File: src/rtl/fetch_pkg.sv
// rtl/fetch_pkg.sv - shared types and constants for the instruction fetch unit
package fetch_pkg;

   localparam logic [31:0] NOP_INSTR   = 32'h0000_0013;
   localparam int          INSTR_BYTES = 4;

   typedef struct packed {
      logic [63:0] pc;
      logic [31:0] instr;
      logic        misaligned;
   } fetch_entry_t;

   typedef enum logic {
      RUN   = 1'b0,
      FAULT = 1'b1
   } fetch_state_t;

endpackage

File: src/rtl/instruction_fetch_unit_if.sv
// rtl/instruction_fetch_unit_if.sv - memory, redirect and decode-side signals of the fetch unit
interface instruction_fetch_unit_if;

   logic [63:0] imem_addr;
   logic [31:0] imem_instr;
   logic        redirect_valid;
   logic [63:0] redirect_pc;
   logic        if_valid;
   logic        if_ready;
   logic [63:0] if_pc;
   logic [31:0] if_instr;
   logic        if_misaligned;

   modport master (
      output imem_addr,
      input  imem_instr,
      input  redirect_valid,
      input  redirect_pc,
      output if_valid,
      input  if_ready,
      output if_pc,
      output if_instr,
      output if_misaligned
   );

   modport slave (
      input  imem_addr,
      output imem_instr,
      output redirect_valid,
      output redirect_pc,
      input  if_valid,
      output if_ready,
      input  if_pc,
      input  if_instr,
      input  if_misaligned
   );

endinterface

File: src/rtl/fetch_queue.sv
// rtl/fetch_queue.sv - prefetch FIFO of fetch entries; flush beats push and pop
import fetch_pkg::*;

module fetch_queue #(
   parameter int DEPTH = 2,
   parameter int CW    = $clog2(DEPTH) + 1
) (
   input  logic         clk,
   input  logic         rst_n,
   input  logic         push,
   input  fetch_entry_t push_entry,
   input  logic         pop,
   input  logic         flush,
   output logic [CW-1:0] count,
   output fetch_entry_t head
);

   localparam int PW = $clog2(DEPTH);

   fetch_entry_t        storage [DEPTH];
   logic [PW-1:0]       rd_ptr;
   logic [PW-1:0]       wr_ptr;

   always_ff @(posedge clk or negedge rst_n) begin
      if (!rst_n) begin
         rd_ptr <= '0;
         wr_ptr <= '0;
         count  <= '0;
      end else if (flush) begin
         rd_ptr <= '0;
         wr_ptr <= '0;
         count  <= '0;
      end else begin
         if (push) wr_ptr <= wr_ptr + PW'(1);
         if (pop)  rd_ptr <= rd_ptr + PW'(1);
         case ({push, pop})
            2'b10:   count <= count + CW'(1);
            2'b01:   count <= count - CW'(1);
            default: count <= count;
         endcase
      end
   end

   always_ff @(posedge clk) begin
      if (push && !flush) storage[wr_ptr] <= push_entry;
   end

   // Empty queue presents all-zero head fields so decode never sees stale data.
   assign head = (count != '0) ? storage[rd_ptr] : '0;

endmodule

File: src/rtl/instruction_fetch_unit.sv
// rtl/instruction_fetch_unit.sv - program counter, fetch FSM and prefetch queue feeding decode
import fetch_pkg::*;

module instruction_fetch_unit #(
   parameter logic [63:0] RESET_PC    = 64'h0,
   parameter int          QUEUE_DEPTH = 2
) (
   input  logic                       clk,
   input  logic                       rst_n,
   instruction_fetch_unit_if.master   bus
);

   localparam int CW = $clog2(QUEUE_DEPTH) + 1;

   fetch_state_t  state, next_state;
   logic [63:0]   fetch_pc, next_pc;
   logic [CW-1:0] q_count;
   fetch_entry_t  q_head;
   fetch_entry_t  push_entry;
   logic          push;
   logic          pop;
   logic          can_push;
   logic          flush;

   assign flush    = bus.redirect_valid;
   assign pop      = (q_count != '0) && bus.if_ready && !bus.redirect_valid;
   assign can_push = (state == RUN) && ((q_count < CW'(QUEUE_DEPTH)) || pop)
                     && !bus.redirect_valid;

   always_ff @(posedge clk or negedge rst_n) begin
      if (!rst_n) begin
         state    <= RUN;
         fetch_pc <= RESET_PC;
      end else begin
         state    <= next_state;
         fetch_pc <= next_pc;
      end
   end

   always_comb begin
      next_state = state;
      next_pc    = fetch_pc;
      push       = 1'b0;
      push_entry = '0;
      if (bus.redirect_valid) begin
         next_state = RUN;
         next_pc    = bus.redirect_pc;
      end else if (can_push) begin
         push          = 1'b1;
         push_entry.pc = fetch_pc;
         if (fetch_pc[1:0] == 2'b00) begin
            push_entry.instr = bus.imem_instr;
            next_pc          = fetch_pc + 64'(INSTR_BYTES);
         end else begin
            // Misaligned target: emit one fault marker and park until redirected.
            push_entry.instr      = NOP_INSTR;
            push_entry.misaligned = 1'b1;
            next_state            = FAULT;
         end
      end
   end

   fetch_queue #(
      .DEPTH (QUEUE_DEPTH)
   ) u_queue (
      .clk        (clk),
      .rst_n      (rst_n),
      .push       (push),
      .push_entry (push_entry),
      .pop        (pop),
      .flush      (flush),
      .count      (q_count),
      .head       (q_head)
   );

   assign bus.imem_addr     = fetch_pc;
   assign bus.if_valid      = (q_count != '0);
   assign bus.if_pc         = q_head.pc;
   assign bus.if_instr      = q_head.instr;
   assign bus.if_misaligned = q_head.misaligned;

endmodule

File: src/flat_wrapper.sv
// flat-port wrapper written by rule: the top's interface ports become plain ports
module instruction_fetch_unit_flat 
#(
   parameter logic [63:0] RESET_PC    = 64'h0,
   parameter int          QUEUE_DEPTH = 2
)
  (clk, rst_n, bus_imem_addr, bus_imem_instr, bus_redirect_valid, bus_redirect_pc, bus_if_valid, bus_if_ready, bus_if_pc, bus_if_instr, bus_if_misaligned);
  instruction_fetch_unit_if bus_i ();
  input  logic clk;
  input  logic rst_n;
  output wire logic [$bits(bus_i.imem_addr)-1:0] bus_imem_addr;
  input wire logic [$bits(bus_i.imem_instr)-1:0] bus_imem_instr;
  input wire logic [$bits(bus_i.redirect_valid)-1:0] bus_redirect_valid;
  input wire logic [$bits(bus_i.redirect_pc)-1:0] bus_redirect_pc;
  output wire logic [$bits(bus_i.if_valid)-1:0] bus_if_valid;
  input wire logic [$bits(bus_i.if_ready)-1:0] bus_if_ready;
  output wire logic [$bits(bus_i.if_pc)-1:0] bus_if_pc;
  output wire logic [$bits(bus_i.if_instr)-1:0] bus_if_instr;
  output wire logic [$bits(bus_i.if_misaligned)-1:0] bus_if_misaligned;
  assign bus_imem_addr = bus_i.imem_addr;
  assign bus_i.imem_instr = bus_imem_instr;
  assign bus_i.redirect_valid = bus_redirect_valid;
  assign bus_i.redirect_pc = bus_redirect_pc;
  assign bus_if_valid = bus_i.if_valid;
  assign bus_i.if_ready = bus_if_ready;
  assign bus_if_pc = bus_i.if_pc;
  assign bus_if_instr = bus_i.if_instr;
  assign bus_if_misaligned = bus_i.if_misaligned;
  instruction_fetch_unit #(.RESET_PC(RESET_PC), .QUEUE_DEPTH(QUEUE_DEPTH)) u_core (.clk(clk), .rst_n(rst_n), .bus(bus_i));
endmodule
File: config.mk
export PLATFORM = sky130hd
export DESIGN_NAME = instruction_fetch_unit_flat
export DESIGN_NICKNAME = d
export VERILOG_FILES = /design/src/rtl/fetch_pkg.sv /design/src/rtl/instruction_fetch_unit_if.sv /design/src/rtl/fetch_queue.sv /design/src/rtl/instruction_fetch_unit.sv /design/src/flat_wrapper.sv
export SDC_FILE = /design/constraint.sdc
export NUM_CORES = 1
export LEC_CHECK = 0
export ABC_AREA = 0
export CORE_MARGIN = 5
export CORE_UTILIZATION = 50
export DETAILED_ROUTE_END_ITERATION = 10
export PLACE_DENSITY = 0.79
export SKIP_CTS_REPAIR_TIMING = 1
export SYNTH_ARGS = -nofsm -noshare
export SYNTH_HDL_FRONTEND = slang
export SYNTH_SLANG_ARGS = --single-unit
File: constraint.sdc
create_clock -name clk -period 6.2 [get_ports clk]
set_input_delay 1.24 -clock clk [delete_from_list [all_inputs] [get_ports clk]]
set_output_delay 1.24 -clock clk [all_outputs]
set_load 0.02 [all_outputs]
; Word-level counts from Yosys, hierarchy flattened
; Memories as Yosys holds them, arrays and structs flattened.
; Cells that the tools add are included.
[word_totals]
inputBits = 100
ff_bits = 69
latch_bits = 0
n_memories = 1
output_inout_bits = 162
romBits = 0
ram_bits = 194
word_cells = 53
[op_classes]
n_mul = 0
n_shift = 0
n_addsub = 5
n_div = 0
bitwise = 1
n_eq_ne = 3
order_cmp = 1
reduce_logical = 16
muxes = 21
[mem_list]
columns = name, words, width, rd, rd_clocked_by_memory_dff, wr, line_no
row1 = u_core.u_queue.storage, 2, 97, 1, 0, 1, fetch_queue.sv:20  ; fetch_entry_t storage [DEPTH];
[op_table]
columns = cell, n
row1 = two-way mux 97 bit, 3
row2 = two-way mux 64 bit, 3
row3 = adder 64 x 3 -> 64 bit (second input constant), 1
row4 = two-way mux 32 bit, 1
row5 = two-way mux 1 bit, 12
row6 = nonzero test 2 bit, 5
row7 = logical AND 1 bit, 5
row8 = case mux 2 bit (2 select lines), 1
row9 = AND reduction 2 bit, 2
row10 = nonzero test 3 bit, 1
row11 = adder 1 bit (second input constant), 2
row12 = adder 2 x 1 -> 2 bit (second input constant), 1
row13 = equality test 2 x 1 -> 1 bit (second input constant), 1
row14 = equality test 2 bit (second input constant), 1
row15 = logical NOT 2 bit, 1
row16 = < comparator 2 bit (second input constant), 1
row17 = two-way mux 2 bit, 1
row18 = inequality test 2 bit (second input constant), 1
row19 = subtractor 2 x 1 -> 2 bit (second input constant), 1
row20 = logical NOT 1 bit, 1
row21 = logical OR 1 bit, 1
row22 = inverter 1 bit, 1

; Logic depth before layout (Yosys ltp)
[logic_depth]
word_depth = 11
mapped_depth = 8
depth_no_buf = 6

; Modules after synthesis
; Synthesis repeated with hierarchy kept, for this count alone.
[hier_totals]
hier_cells = 1020
hier_area_um2 = 12400.6
[by_module_without_submodules]
columns = mod, cells_each, area_per_inst_um2, seq_area_each_um2, instances
row1 = fetch_queue, 429, 7533.5, 5925.7, 1
row2 = instruction_fetch_unit, 591, 4867.2, 1626.6, 1

; Worst setup path before layout
; Ideal clock, no wire load.
[synth_path]
path_type = input to register
start = input port bus_if_ready
end = memory u_core.u_queue.storage[0][0] (netlist bit), enable pin
setup_ps = 554
cell_stages = 5
slack_ps = -209
path_buffers = 1
arrival_time_ps = 5855
required_time_ps = 5646
path_cell_list = nor2b_1 > nor2_1 > nand2_1 > clkbuf_1 > nor2_1
[synth_between]
elab_chain_cells = 10
[synth_lines]
columns = item, line_no
row1 = "start, declared", flat_wrapper.sv:16  ; input wire logic [$bits(bus_i.if_ready)-1:0] bus_if_ready;
row2 = logical AND 1 bit (2 in a row), instruction_fetch_unit.sv:26  ; assign pop = (q_count != '0) && bus.if_ready && !bus.redirect_valid;
row3 = logical OR 1 bit, instruction_fetch_unit.sv:27  ; assign can_push = (state == RUN) && ((q_count < CW'(QUEUE_DEPTH)) || pop)
row4 = logical AND 1 bit, instruction_fetch_unit.sv:27
row5 = logical AND 1 bit, instruction_fetch_unit.sv:28  ; && !bus.redirect_valid;
row6 = two-way mux 1 bit, instruction_fetch_unit.sv:48  ; end else if (can_push) begin
row7 = two-way mux 1 bit, instruction_fetch_unit.sv:45  ; if (bus.redirect_valid) begin
row8 = logical AND 1 bit, fetch_queue.sv:45  ; if (push && !flush) storage[wr_ptr] <= push_entry;
row9 = two-way mux 1 bit, fetch_queue.sv:45
row10 = two-way mux 1 bit (not written as such), fetch_queue.sv:45
row11 = "end, declared", fetch_queue.sv:20
; No other way between the ends.

; Worst setup path after layout
[layout_path]
start = register u_core.u_queue.rd_ptr
end = output port bus_if_pc[14]
[layout_between]
elab_chain_cells = 2
[layout_lines]
columns = item, line_no
row1 = "start, declared", fetch_queue.sv:21  ; logic [PW-1:0] rd_ptr;
row2 = "start signal, assigned", fetch_queue.sv:35  ; if (pop) rd_ptr <= rd_ptr + PW'(1);
row3 = memory read (2 x 97 bit), --
row4 = two-way mux 97 bit, fetch_queue.sv:49  ; assign head = (count != '0) ? storage[rd_ptr] : '0;
row5 = "end, declared", flat_wrapper.sv:17  ; output wire logic [$bits(bus_i.if_pc)-1:0] bus_if_pc;
; No other way between the ends.

==> reports/metrics.csv <==
metric,value,unit
async_flop_share,0.2624,
synthTopCellsByArea,"edfxtp_1, dfrtp_1, mux2i_1, and2_1, nor2_1",
syn_inst,996,
place_congestion,0.8816,
ctsRootBufferMaster,clkbuf_16,
via_per_inst,5.571,
synth_nets,1097,
synth_area,12050,sq um
cp-start-kind,register,
grt_pass1_vias,8859,
synth_area_leader_cell,edfxtp_1,
hold_class,register to register,
period_share,0.7069,
layout-drive-gt1-share,0.06798,
synth_seq_cells,263,
leakagePower,0.005499,uW
drtPass1Iterations,5,
drv_cap,0,
cp_max_fo,62,
critPathArrivalTime,3140,ps
grtUsageTotal,0.2345,
dp_hpwl,22330,um
syn_avg_cell_area,12.09,sq um
remaining_drc_errors,0,
final_common_cell,clkdlybuf4s50_1,
syn_to_final_growth,31.01,%
nets,1344,
power_density,329.3,nW/um^2
detailroute.via_count,8825,
cts.clk_slew.worst_paths,60,ps
rsz0062_at_grt,no,
ios,262,
die_area,27290,sq um
max_freq,0.2282,GHz
hold_viol,0,
die_y,165.2,um
required,4960,ps
slew_violations,0,
final_antenna_net_count,0,
clock_latency,540,ps
htree_levels,1,
grt_max_degree,75,
core,23610,sq um
worst_pin_slew,1116,ps
antenna_found_initial,0,
final_area,15780,sq um
die_w,165.2,um
min_period,4383,ps
worstSetupPathType,register to output port,
ys_warn_count,0,
vdd_drop_max,0.0002383,V
finalSetupViolCount,0,
fillers,1814,
outcome,"complete, no violations",
setup_tns,0,ps
synth_edf_count,194,
final_cell_mix,"clkdlybuf4s50_1, edfxtp_1, nor2_1",
synth_top_cell_area_share,0.4836,
synth.distinct_cells,57,
start_util,0.5101,
antenna_cells,0,
overflow,0,
ys.flop_type,edfxtp_1,
ys_seq_area_frac,0.6270,
placementRows,56,
cts_buffer_depth,3,
end_kind,output port,
cts_buffers,28,
place_area,14930,sq um
clock_sinks,263,
skew,24.28,ps
drtIter0Drc,644,
cts_tree,done,
max_slew_margin,0.2557,
postLayoutCoreUtil,0.6683,
portBuffers,261,
grt_first_pass_wirelength,49940,um
wl_per_cell,20.45,um
route.final.wire_length,32390,um
## synthesized netlist by cell type (2+ instances only)
master    instances
or4_1            23
o31a_2            2
dfrtp_1          69
nand2_1          64
a211oi_1          2
buf_1            12
and4_2            3
or3_1             5
and4_1            8
clkbuf_1         39
o211ai_1          7
edfxtp_1        194
o31ai_1          16
and3_2            6
o21ai_0          34
clkbuf_8          3
xnor2_1          21
nor4_1           13
inv_1            12
nor3_1           15
mux2_2            4
and3_1            5
buf_6             2
nand2b_1          2
a31oi_1          19
nand3_1          22
xor2_1           11
mux2i_1          98
nor2_1          148
nand4_1          20
and2_1           91
## stage by stage
step           std cells  hold slack, ps  power, uW  worst slack [ps]
5_1_grt             1584           616.1       5422              1660
6_report            1584           586.9       5196              1817
2_1_floorplan        996           541.8       3044              1426
3_5_place_dp        1532           569.4       3709              1927
3_3_place_gp        1532           577.0       3677              2050
4_1_cts             1584           589.3       5241              1780
## cells by family (layout without fill, tap and decap cells)
| group | after synthesis | in the layout | share of synthesized area |
|---|---|---|---|
| AND/OR/NAND/NOR | 439 | 439 | 0.1903 |
| flip-flops | 263 | 263 | 0.6270 |
| multiplexers | 102 | 102 | 0.08518 |
| AO/OA/AOI/OAI | 89 | 89 | 0.04757 |
| buffers and inverters | 70 | 339 | 0.02566 |
| XOR/XNOR | 32 | 32 | 0.02327 |
| adder cells (fa/ha/maj) | 1 | 1 | 0.001039 |
## where the power goes
group | leakage, uW | internal (uW) | switching (uW) | total (uW)
registers | 0.00265 | 2150 | 160 | 2310
logic | 0.00243 | 585 | 764 | 1350
clock network | 0.000414 | 882 | 651 | 1530
total | 0.00550 | 3620 | 1580 | 5200
## area by class of cell
class | count | area [sq um] | area share
well taps | 319 | 399.1 | 0.02529
repair buffers | 274 | 2715 | 0.1721
inverters | 13 | 48.80 | 0.003092
multi-input cells | 663 | 4213 | 0.2670
clock inverters | 11 | 57.56 | 0.003647
flip-flops and latches | 263 | 7556 | 0.4788
clock buffers | 41 | 790.8 | 0.05011
## worst paths after layout
check                                          from                        to  slack (ps)  cells after the start
hold reg to reg            u_core.bus.imem_addr[57]  u_core.bus.imem_addr[57]         590                      1
min in group asynchronous                     rst_n  u_core.bus.imem_addr[51]         850                      1
setup / recovery              u_core.u_queue.rd_ptr             bus_if_pc[14]        1820                      4
setup reg to reg            u_core.bus.imem_addr[2]  u_core.bus.imem_addr[46]        2920                      6
max in group asynchronous                     rst_n     u_core.u_queue.rd_ptr        4670                      1
hold / removal             u_core.bus.imem_addr[57]  u_core.bus.imem_addr[57]         590                      1
## registers in the layout, indices dropped and copies added, names as in the netlist
register                flops
u_core.bus.imem_addr       64
u_core.u_queue.rd_ptr       1
u_core.u_queue.wr_ptr       1
u_core.state                1
u_core.u_queue.count        2
u_core.u_queue.storage    194
## critical path: stages (launching register included)
cell and delay [ps]:
dfrtp_4 1160, buf_4 490, mux2i_1 120, nor2_1 150, clkdlybuf4s50_1 630
## metal layers
metal | share of wire | global-route usage | wire length, um
met3 | 0.076 | 0.04368 | 2461
met2 | 0.48 | 0.3795 | 15510
met5 | 0 | 0 | 0
met1 | 0.41 | 0.3249 | 13420
met4 | 0.031 | 0.07146 | 1001
Note: power is estimated with default switching activity, not from simulation.
